--- src/rtl/serial_addsub32_if.sv ---
// -----------------------------------------------------------------------------
// serial_addsub32_if
//
// Handshake and data bundle for the bit-serial adder/subtractor.
//
// Signals
//   start  request a new operation; honoured only when the unit is not running
//   sub    0: A+B, 1: A-B (captured together with start)
//   A, B   operands (captured together with start)
//   busy   operation in progress
//   done   one-cycle pulse when Sum/Cout/Ovf take a new result
//   Sum    registered result, held until the next completion
//   Cout   carry out of the MSB (for subtraction, 1 means no borrow)
//   Ovf    signed overflow of the last completed operation
//
// Modports
//   master  requester side (drives start/sub/A/B)
//   slave   the arithmetic unit
// -----------------------------------------------------------------------------
interface serial_addsub32_if #(
    parameter int WIDTH = 32
);
    logic             start;
    logic             sub;
    logic [WIDTH-1:0] A;
    logic [WIDTH-1:0] B;
    logic             busy;
    logic             done;
    logic [WIDTH-1:0] Sum;
    logic             Cout;
    logic             Ovf;

    modport master (
        output start, sub, A, B,
        input  busy, done, Sum, Cout, Ovf
    );

    modport slave (
        input  start, sub, A, B,
        output busy, done, Sum, Cout, Ovf
    );
endinterface

--- src/rtl/serial_addsub32.sv ---
// -----------------------------------------------------------------------------
// serial_addsub32
//
// Bit-serial two's-complement adder/subtractor. A single full-adder equation
// is applied one bit per clock, LSB first, over WIDTH cycles. Subtraction is
// done as A + ~B + 1: B is inverted on capture and the carry is seeded with 1.
//
// Ports
//   clk   rising-edge clock
//   rst   synchronous, active-high reset; aborts any operation in progress
//   bus   serial_addsub32_if.slave (start/sub/A/B in, busy/done/Sum/Cout/Ovf out)
//
// Timing: start sampled at edge k -> bits processed on edges k+1..k+WIDTH,
// result registered and done pulsed at edge k+WIDTH.
// -----------------------------------------------------------------------------
module serial_addsub32 #(
    parameter int WIDTH = 32
) (
    input  logic                clk,
    input  logic                rst,
    serial_addsub32_if.slave    bus
);
    localparam int CNT_W = (WIDTH > 2) ? $clog2(WIDTH) : 1;

    localparam logic [1:0] IDLE = 2'd0;
    localparam logic [1:0] RUN  = 2'd1;
    localparam logic [1:0] DONE = 2'd2;

    logic [1:0]       state;
    logic [WIDTH-1:0] a_sh;
    logic [WIDTH-1:0] b_sh;
    logic [WIDTH-1:0] r_sh;
    logic             carry;
    logic [CNT_W-1:0] cnt;
    logic [WIDTH-1:0] sum_q;
    logic             cout_q;
    logic             ovf_q;

    logic s_bit;
    logic c_next;
    logic last_bit;

    // One full-adder slice operating on the current LSBs.
    assign s_bit    = a_sh[0] ^ b_sh[0] ^ carry;
    assign c_next   = (a_sh[0] & b_sh[0]) | (carry & (a_sh[0] ^ b_sh[0]));
    assign last_bit = (cnt == CNT_W'(WIDTH - 1));

    // NOTE: all state updates use non-blocking assignments so every register
    // samples the values from before the clock edge, whatever the statement order.
    always_ff @(posedge clk) begin
        if (rst) begin
            state  <= IDLE;
            a_sh   <= '0;
            b_sh   <= '0;
            r_sh   <= '0;
            carry  <= 1'b0;
            cnt    <= '0;
            sum_q  <= '0;
            cout_q <= 1'b0;
            ovf_q  <= 1'b0;
        end else begin
            case (state)
                IDLE, DONE: begin
                    if (bus.start) begin
                        a_sh  <= bus.A;
                        b_sh  <= bus.B ^ {WIDTH{bus.sub}};
                        carry <= bus.sub;
                        cnt   <= '0;
                        state <= RUN;
                    end else begin
                        state <= IDLE;
                    end
                end
                RUN: begin
                    a_sh  <= a_sh >> 1;
                    b_sh  <= b_sh >> 1;
                    r_sh  <= {s_bit, r_sh[WIDTH-1:1]};
                    carry <= c_next;
                    cnt   <= cnt + CNT_W'(1);
                    if (last_bit) begin
                        // While on the MSB, 'carry' is the carry into the MSB,
                        // so overflow is simply carry-in XOR carry-out here.
                        sum_q  <= {s_bit, r_sh[WIDTH-1:1]};
                        cout_q <= c_next;
                        ovf_q  <= carry ^ c_next;
                        state  <= DONE;
                    end
                end
                default: state <= IDLE;
            endcase
        end
    end

    assign bus.busy = (state == RUN);
    assign bus.done = (state == DONE);
    assign bus.Sum  = sum_q;
    assign bus.Cout = cout_q;
    assign bus.Ovf  = ovf_q;

endmodule
--- src/flat_wrapper.sv ---
// flat-port wrapper written by rule: the top's interface ports become plain ports
module serial_addsub32_flat 
#(
    parameter int WIDTH = 32
)
  (clk, rst, bus_start, bus_sub, bus_A, bus_B, bus_busy, bus_done, bus_Sum, bus_Cout, bus_Ovf);
  serial_addsub32_if #(.WIDTH(WIDTH)) bus_i ();
  input  logic clk;
  input  logic rst;
  input wire logic [$bits(bus_i.start)-1:0] bus_start;
  input wire logic [$bits(bus_i.sub)-1:0] bus_sub;
  input wire logic [$bits(bus_i.A)-1:0] bus_A;
  input wire logic [$bits(bus_i.B)-1:0] bus_B;
  output wire logic [$bits(bus_i.busy)-1:0] bus_busy;
  output wire logic [$bits(bus_i.done)-1:0] bus_done;
  output wire logic [$bits(bus_i.Sum)-1:0] bus_Sum;
  output wire logic [$bits(bus_i.Cout)-1:0] bus_Cout;
  output wire logic [$bits(bus_i.Ovf)-1:0] bus_Ovf;
  assign bus_i.start = bus_start;
  assign bus_i.sub = bus_sub;
  assign bus_i.A = bus_A;
  assign bus_i.B = bus_B;
  assign bus_busy = bus_i.busy;
  assign bus_done = bus_i.done;
  assign bus_Sum = bus_i.Sum;
  assign bus_Cout = bus_i.Cout;
  assign bus_Ovf = bus_i.Ovf;
  serial_addsub32 #(.WIDTH(WIDTH)) u_core (.clk(clk), .rst(rst), .bus(bus_i));
endmodule
--- config.mk ---
export PLATFORM = sky130hd
export DESIGN_NAME = serial_addsub32_flat
export DESIGN_NICKNAME = d
export VERILOG_FILES = /design/src/rtl/serial_addsub32_if.sv /design/src/rtl/serial_addsub32.sv /design/src/flat_wrapper.sv
export SDC_FILE = /design/constraint.sdc
export NUM_CORES = 1
export LEC_CHECK = 0
export ABC_AREA = 1
export BUFFER_PORTS_ARGS = -buffer_cell sky130_fd_sc_hd__buf_4
export CORE_MARGIN = 2
export CORE_UTILIZATION = 30
export CTS_BUF_LIST = sky130_fd_sc_hd__clkbuf_8 sky130_fd_sc_hd__clkbuf_16
export DETAILED_ROUTE_END_ITERATION = 8
export SYNTH_ARGS = -nofsm -noshare
export SYNTH_HDL_FRONTEND = slang
export SYNTH_SLANG_ARGS = --single-unit
--- constraint.sdc ---
create_clock -name clk -period 1.92 [get_ports clk]
set_input_delay 0.096 -clock clk [delete_from_list [all_inputs] [get_ports clk]]
set_output_delay 0.096 -clock clk [all_outputs]
set_load 0.005 [all_outputs]
# Yosys cells after proc, flatten, opt, wreduce, memory -nomap -nowiden
# Index checks and enable logic that the tools add are counted.
# word_totals
regBits	138
input_bits	68
word_cells	38
# classes
add_sub_neg	1
eq_ne	5
n_mux	11
n_bitwise	7
reduce_logical	5
# ops
operator	n
case mux 32 bit (2 select lines)	2
2-to-1 mux 32 bit	2
XOR 32 bit	1
case mux 5 bit (2 select lines)	1
adder 5 x 1 -> 5 bit, second input constant	1
equality test 5 bit, second input constant	1
2-to-1 mux 5 bit	1
case mux 2 bit (2 select lines)	1
AND reduction 2 bit	2
XOR 1 bit	3
bitwise AND 1 bit	2
equality test 2 x 1 -> 1 bit, second input constant	1
equality test 2 bit, second input constant	1
zero test 2 bit	1
2-to-1 mux 1 bit	2
2-to-1 mux 2 bit	1
!= test 2 x 1 -> 1 bit, second input constant	1
!= test 2 bit, second input constant	1
case mux 1 bit (2 select lines)	1
nonzero test 2 bit	1
OR reduction 2 bit	1
bitwise OR 1 bit	1

# Depth between registers and ports, before layout
# Gate-level depths: netlist of run 1.
# logic_depth
ltp_word	4
mapped_depth	11

# Worst setup path before layout of run 1
# Ideal clock, no wire load.
# synth_path
kind	register to register
from	register u_core.cnt[0]
to	register u_core.sum_q[11], in the netlist u_core.bus.Sum[11]
setup_time_ns	0.113
arrival_ns	1.390
required_time_ns	1.807
setup_slack_ns	0.418
stages_incl_launch_ff	11
period_less_slack_ns	1.502
path_cell_list	dfxtp_1 ha_1 nand2_1 nor2_1 ha_1 inv_1 nor2_2 inv_2 clkbuf_1 nand3_1 nand2_1
# synth_via
elab_chain_len	2
# synth_rtl
item	line	rtl
from (decl)	serial_addsub32.sv:34	logic [CNT_W-1:0] cnt;
from (signal assigned)	serial_addsub32.sv:79	cnt <= cnt + CNT_W'(1);
equality test 5 bit	serial_addsub32.sv:46	assign last_bit = (cnt == CNT_W'(WIDTH - 1));
AND reduction 2 bit (no line)	n/a	
to (signal assigned)	serial_addsub32.sv:83	sum_q <= {s_bit, r_sh[WIDTH-1:1]};
to (decl)	serial_addsub32.sv:35	logic [WIDTH-1:0] sum_q;
# No other way between the ends.
# A chain may end at the register's enable or synchronous reset.

# Worst setup path after layout of run 1
# layout_path
from	register u_core.cnt[0]
to	register u_core.sum_q[4], in the netlist u_core.bus.Sum[4]
# Same word-level chain as after synthesis.

==> results.ini, run 1 <==
[sta]
finalCritPeriodShare = 0.863
finClkSkew_ns = 0.0150
finalCriticalPeriod_ns = 1.66
rsz0062_at_grt = false
setup_viol = 0
report.final.slew_viol_count = 0
fin_ws_ns = 0.264
tightest_slew_ns = 0.553
hold_viol = 0
fin_tns_setup_ns = 0
fmax_mhz = 604
slew_headroom = 0.631

[critical_path]
critPathLaunchType = flop
cpMostUsedCell = nand2_1
worst_path_max_delay_cell = dfxtp_1
path_class = flop to flop
worstSetupEndpointType = flop
crit_chain = ha_1, nand2_1, nor2_1, ha_1, inv_1, nor2_4, nand2_1, inv_2, buf_4, nand2_1, nand2_1
cp.arrival_ns = 2.02
cpPeakStageDelay_ns = 0.37
required_ns = 2.28
path_max_fanout = 20

[layout]
insertedDiodeCount = 0
fin_nets = 1067
post-route-util = 0.391
fillers = 2082
syn2layout_area_growth_pct = 27.2
drive_above_1_share = 0.160
stdcell_count = 1274

[clock_network]
cts.clk_slew.worst_paths_ns = 0.07
cts_root_buf = clkbuf_16
clockBufferDepth = 2
clk_latency_ns = 0.42
cts_tree = done
htree_levels = 4
numCtsBuffers = 17
clock_sinks = 137

[synthesis]
synthSimpleGateAreaFrac = 0.361
synth_area_per_cell_sq_um = 6.60
synth_cells = 911
synthAdderAreaFrac = 0.00749
synth_top_family_by_area = simple AND/OR/NAND/NOR gates
yosysWarnings = 0
synth_xor_area_frac = 0.00291
netlist_area_sq_um = 6010
synth_compound_area_frac = 0.0632
synth_cell_types = 20
ys_seq_area_frac = 0.456
synth_mux_area_frac = 0
syn_nets = 982
synth-seq-cells = 137

[placed_design]
place_ws_ns = 0.182
gp_congestion = 0.726
io_buffers = 103
placed_cells = 1238
post-dp-hpwl_um = 8970

[power_and_ir_drop]
power_frac_seq = 0.429
clkPwrFrac = 0.464
finalPower_mw = 7.24
p_int_mw = 5.41
vdd.ir_drop.worst_uv = 640
combPwrFrac = 0.108
power.density_nw_per_um2 = 947
swShare = 0.253
leakagePower_nw = 3.86
p_sw_mw = 1.83

[global_route]
grt_pass1_wl_um = 24500
overflow = 0
grt_max_degree = 79
grt_pass1_vias = 5259
antenna_found_initial = 0
gr-usage-all-layers = 0.138

[floorplanning]
rows = 51
die_h_um = 146
die_w_um = 146
start_util = 0.307
die_area_sq_um = 21200
core-area_sq_um = 19600
io_pins = 104

[flow_run]
cap_violations = 0

[drt]
totalWireLength_um = 14200
viasPerCell = 4.35
ant_nets = 0
first_pass_iters = 7
avgRoutedWirePerCell_um = 11.1
vias = 5538
drt_iter0_markers = 331
drcViolationCount = 0

[min_path]
min-delay-path-class = input pin to flop

[status]
run_status = finished, final reports clean

synthesized netlist by cell type, drive strengths merged:
| master | number | share of area |
|---|---|---|
| nand3 | 125 | 0.10 |
| o21ai | 36 | 0.030 |
| xor2 | 2 | 0.0029 |
| clkinv | 1 | 0.00083 |
| dfxtp | 137 | 0.46 |
| a21oi | 40 | 0.033 |
| buf | 36 | 0.031 |
| ha | 2 | 0.0042 |
| fa | 1 | 0.0033 |
| nor2 | 75 | 0.048 |
| inv | 103 | 0.064 |
| clkbuf | 21 | 0.013 |
| nand2 | 332 | 0.21 |
metal layers:
metal | global-route usage | vias up | part of all wire
met5 | 0 | - | 0
li1 | - | 2983 | -
met2 | 0.237 | 102 | 0.46
met1 | 0.169 | 2443 | 0.49
met4 | 0.0461 | 0 | 0.0094
met3 | 0.0357 | 10 | 0.039
worst paths after layout:
path | from | cells past startpoint | to | slack, ns
setup / recovery | u_core.cnt[0] | 11 | u_core.bus.Sum[4] | 0.26
hold / removal | bus_A[13] | 5 | u_core.a_sh[13] | 0.009
setup reg to reg | u_core.cnt[0] | 11 | u_core.bus.Sum[4] | 0.26
hold reg to reg | u_core.r_sh[21] | 2 | u_core.bus.Sum[20] | 0.45
through the flow:
| step | hold WS [ns] | instance area (sq um) |
|---|---|---|
| after floorplan | 0.244 | 6010 |
| after global placement | 0.417 | 6990 |
| after detailed placement | 0.412 | 6990 |
| after CTS | 0.000511 | 7640 |
| after global routing | 0.0199 | 7650 |
| final | 0.00906 | 7650 |
worst max-delay path: cells and delay by family (launching register included):
family	cells	cell delay, ns
flops	1	0.37
buf+inv	3	0.35
simple gates	6	0.56
fa+ha+maj	2	0.33
cells by family after synthesis:
kind of cell,count (synthesis)
compound gates,76
buf+inv,161
xor+xnor,2
simple gates,532
fa+ha+maj,3
flops,137
power groups by stage:
stage                     clock, mW  combinational, mW  sequential, mW
after detailed placement          0              0.783            3.17
final                          3.36              0.779            3.11
after global routing           3.58              0.906            3.13
after CTS                      3.45              0.792            3.11
after global placement            0              0.776            3.16
after floorplan                   0              0.547            3.14
what timing repair did:
| action | in CTS | in global routing |
|---|---|---|
| setup endpoints to repair | 0 | 19 |
| setup buffers | 0 | 0 |
| hold buffers | 4 | 0 |
| gates resized for setup | 0 | 3 |
| hold endpoints to repair | 4 | 0 |
layout by cell type, fill, tap and decap left out, types with 3 or more instances in the layout:
master / synthesis / layout
a21oi_1: 40 / 40
buf_4: 3 / 118
bufinv_16: 0 / 3
clkbuf_16: 0 / 17
clkinv_4: 0 / 3
dfxtp_1: 137 / 137
dlygate4sd3_1: 0 / 4
inv_1: 98 / 100
inv_2: 5 / 4
inv_6: 0 / 4
nand2_1: 329 / 329
nand2_2: 3 / 3
nand3_1: 125 / 125
nor2_1: 73 / 72
nor2_4: 1 / 3
o21ai_0: 36 / 36
final cells by class:
type	instances	area [sq um]	area share
Sequential cell	137	2740	0.358
Multi-Input combinational cell	613	2630	0.343
Timing Repair Buffer	123	946	0.124
Clock buffer	18	439	0.0574
Inverter	104	394	0.0515
Tap cell	265	332	0.0433
Clock inverter	14	171	0.0224
state kept, by name, indices dropped and copies added (netlist names):
register and cells:
u_core.b_sh 32, u_core.r_sh 31, u_core.bus.Sum 32, u_core.a_sh 32, u_core.cnt 5, u_core.bus.Ovf 1
u_core.state 2, u_core.bus.Cout 1, u_core.carry 1
(Power assumes the default switching activity.)
==> inputs of run 2 (changes only) <==
- CTS_BUF_LIST: sky130_fd_sc_hd__clkbuf_8 sky130_fd_sc_hd__clkbuf_16 -> sky130_fd_sc_hd__clkbuf_2 sky130_fd_sc_hd__clkbuf_4 sky130_fd_sc_hd__clkbuf_8
- GPL_TIMING_DRIVEN: unset -> 0
==> results.ini, run 2 (same netlist as run 1, synthesis figures left out) <==
[critical_path]
path_class = flop to output pin
worstSetupEndpointType = output pin
reg2reg_from = u_core.cnt[0]
path_max_fanout = 10
cp.arrival_ns = 1.65
critPathLaunchType = flop
required_ns = 1.82
setup.worst_path.start = u_core.state[0]

[sta]
rsz0062_at_grt = false
tightest_slew_ns = 0.528
finalCritPeriodShare = 0.911
slew_headroom = 0.648
fmax_mhz = 572
report.final.slew_viol_count = 0
finClkSkew_ns = 0.00872
fin_tns_setup_ns = 0
finalCriticalPeriod_ns = 1.75
setup_viol = 0
fin_hold_ws_ns = 0.0285
hold_viol = 0

[global_route]
grt_pass1_wl_um = 25700
overflow = 0
gr-usage-all-layers = 0.148
grt_pass1_vias = 5254
antenna_found_initial = 0
grt_max_degree = 17

[power_and_ir_drop]
power_frac_seq = 0.464
p_int_mw = 4.95
swShare = 0.260
combPwrFrac = 0.130
finalPower_mw = 6.69
clkPwrFrac = 0.406
vdd.ir_drop.worst_uv = 373
power.density_nw_per_um2 = 845
leakagePower_nw = 3.99
p_sw_mw = 1.74

[drt]
drt_iter0_markers = 277
drcViolationCount = 0
ant_nets = 0
avgRoutedWirePerCell_um = 11.4
vias = 5845
viasPerCell = 4.35
first_pass_iters = 5
totalWireLength_um = 15400

[clock_network]
htree_levels = 4
cts.clk_slew.worst_paths_ns = 0.08
clockBufferDepth = 2
cts_root_buf = clkbuf_8
numCtsBuffers = 17
clock_sinks = 137
post_cts_buffers = 0
cts_tree = done
clk_latency_ns = 0.44

[layout]
post-route-util = 0.404
syn2layout_area_growth_pct = 31.5
insertedDiodeCount = 0
stdcell_count = 1343
layout_commonest_cell = nand2_1
fin_nets = 1136
final_cell_mix = 329 x nand2_1, 137 x dfxtp_1, 125 x nand3_1
drive_above_1_share = 0.165

[floorplanning]
die_area_sq_um = 21200
die_h_um = 146
start_util = 0.307
die_w_um = 146
io_pins = 104
rows = 51
core-area_sq_um = 19600

[flow_run]
cap_violations = 0

[placed_design]
io_buffers = 102
placed_cells = 1278
gp_congestion = 0.761
post-dp-hpwl_um = 10900

[status]
run_status = finished, final reports clean

[min_path]
min-delay-path-class = input pin to flop
min-delay-start = bus_B[15]

run 2: cell types whose count changed in the layout (fill, tap and decap cells not counted), moves of 3 or more:
cell           change
dlygate4sd3_1     +29
clkinv_4           -3
buf_1              +5
clkbuf_1          +19
buf_4             -13
clkbuf_16         -17
clkbuf_8          +20
buf_2             +27
run 2: power by group through the flow:
stage	clock network [mW]	logic (mW)	registers (mW)
2_1_floorplan	0	0.547	3.14
3_3_place_gp	0	0.814	3.16
3_5_place_dp	0	0.824	3.17
4_1_cts	2.77	0.879	3.10
5_1_grt	2.90	0.997	3.12
6_report	2.72	0.869	3.10
run 2: final timing paths:
kind / to / slack [ns] / depth (start not counted)
worst max-delay path: bus_busy / 0.17 / 4
worst min register to register: u_core.bus.Sum[10] / 0.46 / 2
worst min-delay path: u_core.b_sh[15] / 0.03 / 6
worst max register to register: u_core.bus.Sum[25] / 0.21 / 11
run 2: per-layer routing:
metal	up-vias	wire, um	GRT usage
li1	3110	-	-
met1	2617	7400	0.193
met2	105	7090	0.245
met3	13	664	0.0351
met4	0	198	0.0402
met5	-	0	0
run 2: final cells by class:
class | instances | area [sq um]
Fill cell | 2088 | 11700
Clock inverter | 10 | 163
Multi-Input combinational cell | 613 | 2620
Clock buffer | 22 | 297
Inverter | 104 | 392
Sequential cell | 137 | 2740
Timing Repair Buffer | 135 | 1100
Buffer | 57 | 269
Tap cell | 265 | 332
run 2: worst max-delay path, stage by stage (launching register included):
cell and delay [ns]:
dfxtp_1 0.40, inv_2 0.08, nor2_4 0.30, buf_2 0.29, buf_4 0.15
run 2: repair_timing:
| item | CTS | global route |
|---|---|---|
| endpoints found under the setup margin | 0 | 27 |
| endpoints found under the hold margin | 33 | 0 |
| hold buffers | 33 | 0 |
| resized for setup | 0 | 5 |
run 2: metrics by stage:
step,cell area (sq um),worst slack (ns)
detailed placement,7110,0.113
global route,7910,0.0370
global placement,7110,0.132
CTS,7900,0.0822
finish,7910,0.171
floorplan,6010,0.418
